<file path="src/rtl/shared_gf_pkg.sv">
// Shared definitions for the masked GF(2^N) multiplier: field constants,
// a shift-and-add field multiply and the share-pair index mapping.
package shared_gf_pkg;

  localparam logic [4:0] GF4_POLY = 5'b10011;
  localparam logic [8:0] GF8_POLY = 9'h11B;

  // Operands are zero-extended to 8 bits; only the low n bits are meaningful.
  function automatic logic [7:0] gf_mul(
    input logic [7:0]  a,
    input logic [7:0]  b,
    input logic [8:0]  poly,
    input int unsigned n
  );
    logic [8:0] sh;
    logic [8:0] top;
    logic [7:0] acc;
    acc = '0;
    sh  = {1'b0, a};
    top = 9'd1 << n;
    for (int unsigned i = 0; i < 8; i++) begin
      if (i < n) begin
        if (((b >> i) & 8'd1) != 8'd0) acc ^= sh[7:0];
        sh = sh << 1;
        if ((sh & top) != '0) sh ^= poly;
      end
    end
    return acc;
  endfunction

  // Lexicographic index of the unordered share pair {i, j}, i != j.
  function automatic int unsigned pair_idx(
    input int unsigned i,
    input int unsigned j,
    input int unsigned shares
  );
    int unsigned lo;
    int unsigned hi;
    lo = (i < j) ? i : j;
    hi = (i < j) ? j : i;
    return lo * shares - (lo * (lo + 1)) / 2 + (hi - lo - 1);
  endfunction

endpackage

</file>
<file path="src/rtl/gf2n_mul.sv">
// Combinational GF(2^N) multiplier reduced modulo POLY.
module gf2n_mul import shared_gf_pkg::*; #(
  parameter int unsigned N    = 4,
  parameter logic [N:0]  POLY = GF4_POLY
) (
  input  logic [N-1:0] a,
  input  logic [N-1:0] b,
  output logic [N-1:0] p
);

  assign p = N'(gf_mul(8'(a), 8'(b), 9'(POLY), N));

endmodule

</file>
<file path="src/rtl/shared_mul_gf2n.sv">
// Domain-oriented-masking multiplier over GF(2^N) with any number of shares;
// every cross-domain product is resharing-registered before recombination.
module shared_mul_gf2n import shared_gf_pkg::*; #(
  parameter int unsigned N         = 4,
  parameter logic [N:0]  POLY      = GF4_POLY,
  parameter int unsigned SHARES    = 2,
  parameter int unsigned PIPELINED = 1,
  parameter int unsigned OUT_REG   = 0
) (
  input  logic                             ClkxCI,
  input  logic                             RstxRI,
  input  logic                             EnxSI,
  input  logic                             InValidxSI,
  input  logic [N*SHARES-1:0]              _XxDI,
  input  logic [N*SHARES-1:0]              _YxDI,
  input  logic [N*SHARES*(SHARES-1)/2-1:0] _ZxDI,
  output logic                             OutValidxSO,
  output logic [N*SHARES-1:0]              _QxDO
);

  localparam int unsigned LAT = 1 + OUT_REG;

  logic [N*SHARES*SHARES-1:0] termFlat;
  logic [N*SHARES-1:0]        qFlat;
  logic [LAT-1:0]             validSr;

  for (genvar gi = 0; gi < SHARES; gi++) begin : gRow
    for (genvar gj = 0; gj < SHARES; gj++) begin : gCol
      logic [N-1:0] prod;

      gf2n_mul #(.N(N), .POLY(POLY)) uMul (
        .a (_XxDI[gi*N +: N]),
        .b (_YxDI[gj*N +: N]),
        .p (prod)
      );

      if (gi != gj) begin : gCross
        // C_ij and C_ji share the same fresh mask Z_{pair(i,j)}.
        localparam int unsigned P = pair_idx(gi, gj, SHARES);
        logic [N-1:0] crossQ;
        always_ff @(posedge ClkxCI or posedge RstxRI) begin
          if (RstxRI) crossQ <= '0;
          else if (EnxSI) crossQ <= prod ^ _ZxDI[P*N +: N];
        end
        assign termFlat[(gi*SHARES+gj)*N +: N] = crossQ;
      end else if (PIPELINED != 0) begin : gInnerReg
        logic [N-1:0] innerQ;
        always_ff @(posedge ClkxCI or posedge RstxRI) begin
          if (RstxRI) innerQ <= '0;
          else if (EnxSI) innerQ <= prod;
        end
        assign termFlat[(gi*SHARES+gj)*N +: N] = innerQ;
      end else begin : gInnerComb
        assign termFlat[(gi*SHARES+gj)*N +: N] = prod;
      end
    end
  end

  always_comb begin
    qFlat = '0;
    for (int unsigned i = 0; i < SHARES; i++) begin
      for (int unsigned j = 0; j < SHARES; j++) begin
        qFlat[i*N +: N] = qFlat[i*N +: N] ^ termFlat[(i*SHARES+j)*N +: N];
      end
    end
  end

  if (OUT_REG != 0) begin : gOutReg
    logic [N*SHARES-1:0] qReg;
    always_ff @(posedge ClkxCI or posedge RstxRI) begin
      if (RstxRI) qReg <= '0;
      else if (EnxSI) qReg <= qFlat;
    end
    assign _QxDO = qReg;
  end else begin : gOutComb
    assign _QxDO = qFlat;
  end

  always_ff @(posedge ClkxCI or posedge RstxRI) begin
    if (RstxRI) validSr <= '0;
    else if (EnxSI) validSr <= LAT'({validSr, InValidxSI});
  end

  assign OutValidxSO = validSr[LAT-1];

endmodule

</file>
<file path="config.mk">
export PLATFORM = sky130hd
export DESIGN_NAME = shared_mul_gf2n
export DESIGN_NICKNAME = d
export VERILOG_FILES = /design/src/rtl/shared_gf_pkg.sv /design/src/rtl/gf2n_mul.sv /design/src/rtl/shared_mul_gf2n.sv
export SDC_FILE = /design/constraint.sdc
export NUM_CORES = 1
export LEC_CHECK = 0
export ABC_AREA = 1
export BUFFER_PORTS_ARGS = -buffer_cell sky130_fd_sc_hd__buf_2
export CORE_MARGIN = 2
export CORE_UTILIZATION = 40
export CTS_BUF_LIST = sky130_fd_sc_hd__clkbuf_16
export DETAILED_ROUTE_END_ITERATION = 8
export HOLD_SLACK_MARGIN = 0.05
export PLACE_DENSITY_LB_ADDON = 0.15
export SLEW_MARGIN = 20
export SYNTH_ARGS = -nofsm -noshare
export SYNTH_HDL_FRONTEND = slang
export SYNTH_SLANG_ARGS = --single-unit
</file>
<file path="constraint.sdc">
create_clock -name ClkxCI -period 0.8 [get_ports ClkxCI]
set_clock_uncertainty 0.15 [all_clocks]
set_input_delay 0.16 -clock ClkxCI [delete_from_list [all_inputs] [get_ports ClkxCI]]
set_output_delay 0.16 -clock ClkxCI [all_outputs]
set_load 0.01 [all_outputs]
</file>
Yosys cells after proc, flatten, opt, wreduce, memory -nomap -nowiden
Cells that the tools add are included.
{ "word_totals": {"reg_bits": 17, "inputBits": 24, "out_inout_bits": 9, "wordCells": 49} }
{ "classes": {"n_mux": 22, "bitwise": 22} }
{ "op_table": {"columns": ["operator", "n"], "rows": [
  ["2-to-1 mux 4 bit", 16],
  ["XOR 4 bit", 16],
  ["2-to-1 mux 2 bit", 6],
  ["inverter 2 bit", 6]
]} }

Depth between registers and ports, before layout
{ "depth": {"ltp_word": 9, "depth_mapped": 12, "depth_no_buf": 11} }

Hierarchy
A second synthesis with hierarchy kept.
{ "hier_totals": {"cells_unflattened": 392, "hier_area_um2": 2132.0} }
{ "modules_own_cells": {"columns": ["mod", "instances", "cells_each", "area_per_inst_um2", "seq_area_each_um2"], "rows": [
  ["gf2n_mul at gRow[0].gCol[1].uMul ...", 3, 70, 311.5, 0.0],
  ["shared_mul_gf2n", 1, 109, 848.3, 425.4],
  ["gf2n_mul at gRow[0].gCol[0].uMul", 1, 73, 349.1, 0.0]
]} }

Worst setup path before layout
OpenSTA, ideal clock, no wires.
{ "synth_path": {"path_kind": "input-to-reg", "start": "input port _XxDI[6]", "end": "register gRow[1].gCol[1].gInnerReg.innerQ[1]", "arrival_time_ns": 0.961, "setup_slack_ns": -0.427, "stages": 11, "path_buffers": 1, "cell_sequence": "buf_2 -> inv_1 -> nand2_1 -> nand2_1 -> inv_2 -> nand2_1 -> xor2_1 -> nand2_1 -> nand2_1 -> nand2_1 -> nand2_1"} }
{ "synth_via": {"elab_chain_cells": 5} }
{ "synth_lines": {"columns": ["item", "line", "rtl"], "rows": [
  ["from (decl)", "shared_mul_gf2n.sv:14", "input logic [N*SHARES-1:0] _XxDI,"],
  ["2-to-1 mux 2 bit *", "shared_gf_pkg.sv:25", "if ((sh & top) != '0) sh ^= poly;"],
  ["XOR 4 bit or inverter 2 bit (tied branches)", null, null],
  ["2-to-1 mux 4 bit or 2-to-1 mux 2 bit (tied branches)", "shared_gf_pkg.sv:23, shared_gf_pkg.sv:25", null],
  ["XOR 4 bit", "shared_gf_pkg.sv:23", "if (((b >> i) & 8'd1) != 8'd0) acc ^= sh[7:0];"],
  ["2-to-1 mux 4 bit *", "shared_gf_pkg.sv:23", null],
  ["to (signal assigned)", "shared_mul_gf2n.sv:50", "else if (EnxSI) innerQ <= prod;"],
  ["to (decl)", "shared_mul_gf2n.sv:47", "logic [N-1:0] innerQ;"]
]} }
Mark *: on every way between the ends. The rest lies on a longest branch, timed or not.
A chain may end at the register's enable or synchronous reset.

Worst setup path in the final report
{ "layout_path": {"start": "register gRow[1].gCol[1].gInnerReg.innerQ[2]", "end": "output port _QxDO[6]"} }
{ "layout_via": {"elab_chain_cells": 1} }
{ "layout_lines": {"columns": ["item", "line", "rtl"], "rows": [
  ["XOR 4 bit", "shared_mul_gf2n.sv:63", "qFlat[i*N +: N] = qFlat[i*N +: N] ^ termFlat[(i*SHARES+j)*N +: N];"],
  ["to (decl)", "shared_mul_gf2n.sv:18", "output logic [N*SHARES-1:0] _QxDO"]
]} }
No other way between the ends.

==> summary.txt <==
Final layout
  – Fin util: 0.766
  – Antenna cell count: 0
  – Final Net Count: 387
  – Area Overhead vs Synth: 88.3%
  – Finished Layout Cells: 416
  – Layout cell share with drive strength beyond 1: 0.558

GRT
  – GRT Max-Usage Layer: met2
  – Met3 usage: 0.0180
  – Pin count of the biggest net entering global routing: 20
  – Met2 Use GR: 0.402
  – Initial antenna violation count: 0
  – Remaining global-route overflow: 0
  – Global Route Usage Sum: 0.226
  – Vias in the first global route: about 1900
  – First-pass GRT wire length: 9.24 mm
  – Met1 Use GR: 0.288

Hold path
  – Hold crit path type: input port to register
  – WHS Path Cells: 3

Timing
  – Slew @ Worst Pin: 0.223 ns
  – Max Fclk: ~800 MHz
  – Final setup fails: 26
  – Max transition margin: 0.850
  – Slew Viols, Final: 0
  – RSZ-0062 raised after global routing: true
  – Fin Hold WS: -0.0376 ns
  – Fin crit share: 1.59
  – Period minus WS final: between 1 and 1.5 ns
  – Final setup margin: -0.475 ns
  – TNS Setup: -7.11 ns
  – Hold Fails Final Rpt: 1

Drt
  – Vias: 2018
  – Final wirelength: 6.00 mm
  – Iteration-0 DRC Markers: 78
  – Drc violations: 0
  – DR WL/cell: approximately 14 µm
  – ANT nets after route: 0
  – Vias per cell: 4.85
  – 1st-pass router iterations: 4

Yosys
  – FFs w/ async S/R, synth: 1.00
  – Library cells used by synthesis: 19
  – Top post-synthesis cells by area: nand2_1 27%, dfrtp_1 22%, xor2_1 14%, inv_1 8.1%, xnor2_1 7.4%
  – Yosys synthesis warning count: 0
  – Sequential share of the synthesized area: 0.224
  – Yosys reg bits: 17
  – Post-synthesis cell count: slightly above 300
  – Top FF cell, synth: dfrtp_1
  – Number of enable flip-flop cells after synthesis: 0
  – Syn nets: between 300 and 400
  – Synth Area per Inst: ~6.2 µm²
  – Post-Synthesis Cell Area: 1900 µm²
  – Yosys top cell area share: 0.265
  – Yosys top cell by area: nand2_1
  – Top-count cell post-synth: nand2_1
  – Synth top cells by count: 134 x nand2_1, 41 x inv_1, 30 x xor2_1

CTS
  – Clock buffer count from CTS: 3
  – Hold-fix buffer count after cts: 1
  – Max Root-Sink Buffers: 2
  – CTS Root Cell: clkbuf_16
  – Clock Latency Late Sink: 0.25 ns
  – CTS tree: done
  – H-Tree Depth: 1
  – Clock Sinks: 17
  – Clock-pin slew on the worst setup and hold paths: 0.05 ns

Run status
  – Outcome: finished, violations left
  – Failing checks: negative hold slack, negative setup slack

Power
  – Maximum vdd drop: 632 µV
  – Leakage power total: 0.00182 µW
  – Power per cell area: ~1300 nW/µm²

Floorplanning
  – Die area: 5310 µm²
  – Top Ports: 33
  – Initial Util: 0.407
  – Rows: 25
  – Core area: around 4700 µm²
  – Chip Height: 72.8 µm
  – Die width: around 73 µm

Place
  – RD Place Congestion: 0.852
  – Dpl ws: -0.598 ns
  – DP Wirelength: between 3 and 4 mm
  – Inst Count DP: between 400 and 500
  – Port buffer count: 32

Job
  – MaxCap Viol Count: 0

Worst setup path
  – Critical path class: register to output port
  – R2R depth: 3
  – WP data required: 0.49 ns
  – CP startpoint kind: register
  – Worst-path fanout max: 2
  – Worst Path Arrival: about 0.97 ns
  – CP endpoint kind: output port
==> stage by stage <==
stage | area [µm²] | power [µW]
final | 3570 | 4480
after global routing | 3570 | 4770
after CTS | 3260 | 4220
after detailed placement | 2450 | 2770
after global placement | 2450 | 2750
after floorplan | 2200 | 2340
==> worst max-delay path, cell delays in order, from the launching register on <==
cell     delay [ns]
dfrtp_1        0.41
xor2_2         0.17
buf_2          0.14
==> sequential cells by signal (all words and copies together) (netlist names) <==
| register | count |
|---|---|
| OutValidxSO | 1 |
| gRow.gCol.gCross.crossQ | 8 |
| gRow.gCol.gInnerReg.innerQ | 8 |
==> cell type report <==
type	count	area (µm²)
Fill cell	295	1090
Timing Repair Buffer	66	769
Clock buffer	3	75.1
Sequential cell	17	425
Multi-Input combinational cell	230	2010
Tap cell	54	67.6
Clock inverter	1	5.00
Inverter	45	211
==> per-layer routing <==
metal | up-vias | share of wire
li1 | 1006 | -
met5 | - | 0
met4 | 0 | 0.018
met2 | 39 | 0.55
met3 | 11 | 0.024
met1 | 962 | 0.40
==> path summary, 6_finish.rpt <==
check,startpoint,end,slack (ns)
worst max register to register,gRow[0].gCol[1].gCross.crossQ[3],gRow[0].gCol[1].gCross.crossQ[3],-0.10
worst min register to register,gRow[0].gCol[1].gCross.crossQ[1],gRow[0].gCol[1].gCross.crossQ[1],0.39
worst min-delay path,InValidxSI,OutValidxSO,-0.04
worst max-delay path,gRow[1].gCol[1].gInnerReg.innerQ[2],_QxDO[6],-0.48
min in group asynchronous,RstxRI,OutValidxSO,0.33
max in group asynchronous,RstxRI,gRow[1].gCol[0].gCross.crossQ[0],0.04
==> kinds of logic after synthesis <==
logic type	share of synthesized area
xor gates and xnor gates	0.230
and+or+nand+nor	0.402
AOI/OAI and AO/OA	0.0106
DFF	0.224
buffers and inverters	0.133
==> report_power, final <==
| part | internal (µW) | switching (µW) |
|---|---|---|
| combinational | 1140 | 1190 |
| clock | 669 | 322 |
| sequential | 1010 | 150 |
| total | 2820 | 1660 |
==> placed cells by master (no fill, tap or decap), types with 11 or more instances in the layout <==
cell type / count
buf_12: 14
buf_2: 15
buf_4: 13
buf_6: 17
dfrtp_1: 17
inv_1: 31
nand2_1: 79
nand2_2: 29
nand2_4: 21
nand3_1: 14
nand3_2: 11
xor2_2: 19
==> what timing repair did <==
item	CTS	global route
setup endpoints to repair	25	25
gates resized for setup	154	58
endpoints found under the hold margin	18	1
setup buffers	2	6
cloned	2	0
pin swaps	67	60
(Power assumes the default switching activity.)
